## config.mk

```make
export PLATFORM = sky130hd
export DESIGN_NAME = sr_request_arbiter
export DESIGN_NICKNAME = d
export VERILOG_FILES = /design/src/rtl/sr_ctrl_pkg.sv /design/src/rtl/sr_debounce.sv /design/src/rtl/sr_request_arbiter.sv
export SDC_FILE = /design/constraint.sdc
export NUM_CORES = 1
export LEC_CHECK = 0
export CAP_MARGIN = 20
export CORE_MARGIN = 3
export CORE_UTILIZATION = 54
export CTS_CLUSTER_SIZE = 10
export DETAILED_ROUTE_END_ITERATION = 7
export PLACE_DENSITY = 0.75
export SYNTH_ARGS = -nofsm -noshare
export SYNTH_HDL_FRONTEND = slang
export SYNTH_SLANG_ARGS = --single-unit
```

## constraint.sdc

```tcl
create_clock -name clk -period 1.7 [get_ports clk]
set_input_delay 0.255 -clock clk [delete_from_list [all_inputs] [get_ports clk]]
set_output_delay 0.255 -clock clk [all_outputs]
set_load 0.03 [all_outputs]
```

## src/rtl/sr_ctrl_pkg.sv

```systemverilog
`default_nettype none
// ============================================================================
//  Module : sr_ctrl_pkg
//  Shared FSM state type and counter-width helper for the SR command stage.
//  Rev    : 1.0
// ============================================================================
package sr_ctrl_pkg;

    typedef enum logic [1:0] {
        IDLE    = 2'd0,
        SET_ACT = 2'd1,
        CLR_ACT = 2'd2,
        GAP     = 2'd3
    } sr_state_t;

    // Bits needed to hold 0..n; never narrower than one bit.
    function automatic int cnt_width(input int n);
        return (n < 1) ? 1 : $clog2(n + 1);
    endfunction

endpackage : sr_ctrl_pkg
`default_nettype wire

```

## src/rtl/sr_debounce.sv

```systemverilog
`default_nettype none
// ============================================================================
//  Module : sr_debounce
//  Two-flop synchroniser, stability counter and rising-edge request pulse.
//  Rev    : 1.0
// ============================================================================
module sr_debounce
    import sr_ctrl_pkg::*;
#(
    parameter int DEBOUNCE_CYCLES = 4
) (
    input  logic clk,
    input  logic rst,
    input  logic i_btn,
    output logic o_level,
    output logic o_rise
);

    localparam int             c_cw    = cnt_width(DEBOUNCE_CYCLES);
    localparam logic [c_cw-1:0] c_limit = c_cw'(DEBOUNCE_CYCLES);
    localparam logic [c_cw-1:0] c_one   = c_cw'(1);

    logic [1:0]      r_sync;
    logic [c_cw-1:0] r_cnt;
    logic            r_level;
    logic            r_level_d;

    // The counter measures how long the synchronised input has disagreed
    // with the accepted level; any agreement restarts the measurement.
    always_ff @(posedge clk) begin
        if (rst) begin
            r_sync    <= 2'b00;
            r_cnt     <= '0;
            r_level   <= 1'b0;
            r_level_d <= 1'b0;
        end else begin
            r_sync    <= {r_sync[0], i_btn};
            r_level_d <= r_level;
            if (r_sync[1] == r_level) begin
                r_cnt <= '0;
            end else if (r_cnt == c_limit) begin
                r_level <= r_sync[1];
                r_cnt   <= '0;
            end else begin
                r_cnt <= r_cnt + c_one;
            end
        end
    end

    assign o_level = r_level;
    assign o_rise  = r_level & ~r_level_d;

endmodule : sr_debounce
`default_nettype wire

```

## src/rtl/sr_request_arbiter.sv

```systemverilog
`default_nettype none
// ============================================================================
//  Module : sr_request_arbiter
//  Debounced set/clear command arbiter feeding a synchronous SR stage.
//  Rev    : 1.0
// ============================================================================
module sr_request_arbiter
    import sr_ctrl_pkg::*;
#(
    parameter int DEBOUNCE_CYCLES = 4,
    parameter int GAP_CYCLES      = 2,
    parameter int PULSE_MODE      = 1
) (
    input  logic clk,
    input  logic reset,
    input  logic set_btn,
    input  logic clr_btn,
    output logic s,
    output logic r,
    output logic busy,
    output logic conflict
);

    localparam int             c_gw       = cnt_width(GAP_CYCLES);
    localparam logic [c_gw-1:0] c_gap_load = c_gw'(GAP_CYCLES);
    localparam logic [c_gw-1:0] c_gap_one  = c_gw'(1);

    logic w_set_level, w_set_rise;
    logic w_clr_level, w_clr_rise;

    sr_debounce #(.DEBOUNCE_CYCLES(DEBOUNCE_CYCLES)) u_set_db (
        .clk     (clk),
        .rst     (reset),
        .i_btn   (set_btn),
        .o_level (w_set_level),
        .o_rise  (w_set_rise)
    );

    sr_debounce #(.DEBOUNCE_CYCLES(DEBOUNCE_CYCLES)) u_clr_db (
        .clk     (clk),
        .rst     (reset),
        .i_btn   (clr_btn),
        .o_level (w_clr_level),
        .o_rise  (w_clr_rise)
    );

    sr_state_t       r_state, w_next;
    logic            r_pend_set, r_pend_clr;
    logic [c_gw-1:0] r_gap_cnt;
    logic            r_s, r_r, r_busy, r_conflict;

    logic            w_pend_set_n, w_pend_clr_n;
    logic [c_gw-1:0] w_gap_n;
    logic            w_conflict_n, w_decide;
    logic            w_req_set, w_req_clr;
    logic            w_s_n, w_r_n;

    assign w_req_set = w_set_rise | r_pend_set;
    assign w_req_clr = w_clr_rise | r_pend_clr;

    // w_decide marks a cycle in which the next command may be chosen:
    // plain IDLE, or the final ACT/GAP cycle so a pending request issues
    // without an intervening idle cycle.
    always_comb begin
        w_next       = r_state;
        w_pend_set_n = r_pend_set;
        w_pend_clr_n = r_pend_clr;
        w_gap_n      = r_gap_cnt;
        w_conflict_n = 1'b0;
        w_decide     = 1'b0;
        case (r_state)
            IDLE: w_decide = 1'b1;
            SET_ACT, CLR_ACT: begin
                if (GAP_CYCLES > 0) begin
                    w_next       = GAP;
                    w_gap_n      = c_gap_load;
                    w_pend_set_n = w_req_set;
                    w_pend_clr_n = w_req_clr;
                end else begin
                    w_decide = 1'b1;
                end
            end
            GAP: begin
                if (r_gap_cnt <= c_gap_one) begin
                    w_decide = 1'b1;
                end else begin
                    w_gap_n      = r_gap_cnt - c_gap_one;
                    w_pend_set_n = w_req_set;
                    w_pend_clr_n = w_req_clr;
                end
            end
            default: w_next = IDLE;
        endcase
        if (w_decide) begin
            w_pend_set_n = 1'b0;
            w_pend_clr_n = 1'b0;
            if (w_req_set && w_req_clr) begin
                w_next       = IDLE;
                w_conflict_n = 1'b1;
            end else if (w_req_set) begin
                w_next = SET_ACT;
            end else if (w_req_clr) begin
                w_next = CLR_ACT;
            end else begin
                w_next = IDLE;
            end
        end
    end

    generate
        if (PULSE_MODE != 0) begin : g_pulse_out
            assign w_s_n = (w_next == SET_ACT);
            assign w_r_n = (w_next == CLR_ACT);
        end else begin : g_level_out
            // Each level holds until the opposite command, so s and r never overlap.
            assign w_s_n = (w_next == SET_ACT) | (r_s & (w_next != CLR_ACT));
            assign w_r_n = (w_next == CLR_ACT) | (r_r & (w_next != SET_ACT));
        end
    endgenerate

    always_ff @(posedge clk) begin
        if (reset) begin
            r_state    <= IDLE;
            r_pend_set <= 1'b0;
            r_pend_clr <= 1'b0;
            r_gap_cnt  <= '0;
            r_s        <= 1'b0;
            r_r        <= 1'b0;
            r_busy     <= 1'b0;
            r_conflict <= 1'b0;
        end else begin
            r_state    <= w_next;
            r_pend_set <= w_pend_set_n;
            r_pend_clr <= w_pend_clr_n;
            r_gap_cnt  <= w_gap_n;
            r_s        <= w_s_n;
            r_r        <= w_r_n;
            r_busy     <= (w_next != IDLE);
            r_conflict <= w_conflict_n;
        end
    end

    assign s        = r_s;
    assign r        = r_r;
    assign busy     = r_busy;
    assign conflict = r_conflict;

endmodule : sr_request_arbiter
`default_nettype wire

```

==> results.md <==
* Final Non-Filler Cells at 122
* FFs w/ async S/R, synth at 0%
* CTS resizes at 0
* Max FO, Critical Path at 1
* CTS tree: done
* I/O Buffers at 7
* Slowest stage delay, CP at 0.65 ns
* Post-route ant nets at 0
* Crit Path Class: flip-flop to output port
* CTS Hold Bufs at 0
* Vias at 626
* P_leak at roughly 0.00043 µW
* DR pass1 iterations at 3
* Final period utilization at 91.11%
* Initial antenna violation count at 0
* Minimum clock period at 1.549 ns
* Synthesized area per cell at 9.970 µm²
* Post-DP HPWL at 1107 µm
* Mapped Area at 947.2 µm²
* Status: complete, no violations
* EDFF count, synth at 0
* Setup bufs post-CTS at 0
* IO Pins at 8
* # DRC at 0
* Drt via density at 5.131
* Setup WS pre-CTS at between 0.2 and 0.3 ns
* Max_cap viols at 0
* FMAX at 645.6 MHz
* Initial DRC count at 5
* RSZ-0062 raised after global routing: no
* Worst Path Buf+Inv at 1
* Layout cell share with drive strength beyond 1 at 8.491%
* Total congestion overflow at 0
* Synth area leader: dfxtp_1
* Number of global-route vias before repair at 575
* Num rows at 14
* Crit path max-delay cell type: clkdlybuf4s50_1
* Die area at 2292 µm²
* Syn. warnings at 0
* PnR worst setup slack at 0.1511 ns
* Distinct cells, synth at 31
* Placed Area at 1045 µm²
* Synth area leaders: dfxtp_1 51%, ha_1 9.2%, nor2b_1 4.0%
* GP Congestion at 0.7445
* Design Area, Final at 1081 µm²
* Peak supply drop at 0.6277 mV
* Top delay family on crit path: buffers and inverters
* # placed instances at 118
* Overall power at between 800 and 900 µW
* Drt wl/cell at about 11 µm
* #FFs+latches synth at 24
* Crit-path cells: clkdlybuf4s50_1
* Root buffer cell: clkbuf_4
* Wirelength, routed at 1388 µm
* Tot GR Track Use at 15.28%
* Chip height at 47.88 µm
* Fin Setup TNS at 0 ns
* Layout area overhead at 14.14%
* CP Capture Type: output port
* Class of the worst hold path: flip-flop to flip-flop
* Initial core utilization at 60.08%
* Max Slew Vio Count at 0
* Fin Clk Skew at between 0.008 and 0.009 ns
* Pwr per Cell Area at slightly above 800 nW/µm²
* Global-route wire length before repair at 2394 µm
* Worst-path clk slew at roughly 0.13 ns
* Worst Path Required at ~1.4 ns
* Top FF cell, synth: dfxtp_1
* Register area share after synthesis at 50.73%
* # setup viols final at 0
* Mapped Nets at approximately 110
* Worst slew pin tran at 0.3136 ns
* Max_slew headroom at 79.02%
* Critical path startpoint category: flip-flop
* Most frequent cell after synthesis: dfxtp_1
* WP data arrival at between 1 and 1.5 ns
* # H-tree levels at 1
* Clk buf depth at 2
* Fin. Hold Viols at 0
* Chip width at 47.88 µm
* CTS buffer count at 3
* # nets final at 118
* Largest net degree at the start of global routing at 14
* Most frequent cells after synthesis: 24 x dfxtp_1, 8 x inv_1, 7 x ha_1
* Syn Inst Count at 95
* Clock Sinks at 24
* Antenna Cells at 0
* Worst skew pair latency at 0.31 ns
* Synth top area share at 50.73%
* Core Area at 1577 µm²
==> placed cells by master (no fill, tap or decap), types with 3 or more instances in the layout <==
master | Yosys | final
dfxtp_1 | 24 | 24
inv_1 | 8 | 8
ha_1 | 7 | 7
clkdlybuf4s50_1 | 0 | 7
nor2b_1 | 6 | 6
nor2_1 | 6 | 6
nand2_1 | 5 | 5
nor3_1 | 4 | 4
nand3_1 | 3 | 3
a21oi_1 | 3 | 3
clkbuf_4 | 0 | 3
==> stage by stage <==
| step | utilization [%] | hold slack, ns |
|---|---|---|
| finish | 68.57 | 0.4581 |
| global route | 68.57 | 0.4728 |
| CTS | 68.57 | 0.4633 |
| detailed placement | 66.27 | 0.4454 |
| global placement | 66.27 | 0.4197 |
| floorplan | - | 0.3832 |
==> report_power, final <==
part	switching, µW	internal [µW]	leakage (µW)
logic	12.1	15.6	0.000211
registers	2.72	568	0.000194
clock network	160	131	0.0000210
==> layout make-up <==
class	count	area, µm²
fill	139	495.5
sequential	24	480.5
multi-input combinational	61	429.2
timing repair buffer	9	85.08
clock buffer	4	36.28
inverter	8	30.03
tap	16	20.02
==> layer usage <==
metal	wire, µm	track usage (%)	share of wire, %	up-vias
met3	44	5.639	3.2	4
met2	694	25.86	50	7
li1	-	-	-	342
met5	0	0	0	-
met4	16	4.839	1.2	0
met1	633	17.81	46	273
==> path summary, 6_finish.rpt <==
path / startpoint / to / slack (ns) / depth (start not counted)
setup / recovery: busy / busy / 0.15 / 1
setup reg to reg: r_gap_cnt[1] / r_gap_cnt[1] / 0.26 / 5
hold / removal: u_set_db.r_sync[0] / u_set_db.r_sync[1] / 0.46 / 1
hold reg to reg: u_set_db.r_sync[0] / u_set_db.r_sync[1] / 0.46 / 1
==> cells by family after synthesis <==
| logic type | after synthesis | synth area share, % |
|---|---|---|
| flops | 24 | 50.73 |
| buf+inv | 10 | 3.963 |
| xor+xnor | 2 | 1.850 |
| compound gates | 12 | 9.512 |
| mux | 2 | 2.114 |
| fa+ha+maj | 7 | 9.247 |
| simple gates | 38 | 22.59 |
==> flip-flops by register name, summed over array words and instances (netlist names) <==
register            cells
u_set_db.o_level        1
conflict                1
u_clr_db.r_level_d      1
r_state                 2
u_clr_db.r_cnt          3
u_set_db.r_sync         2
r                       1
u_clr_db.o_level        1
busy                    1
u_set_db.r_cnt          3
r_pend_set              1
u_set_db.r_level_d      1
r_pend_clr              1
u_clr_db.r_sync         2
s                       1
r_gap_cnt               2
Note: power is estimated with default switching activity, not from simulation.
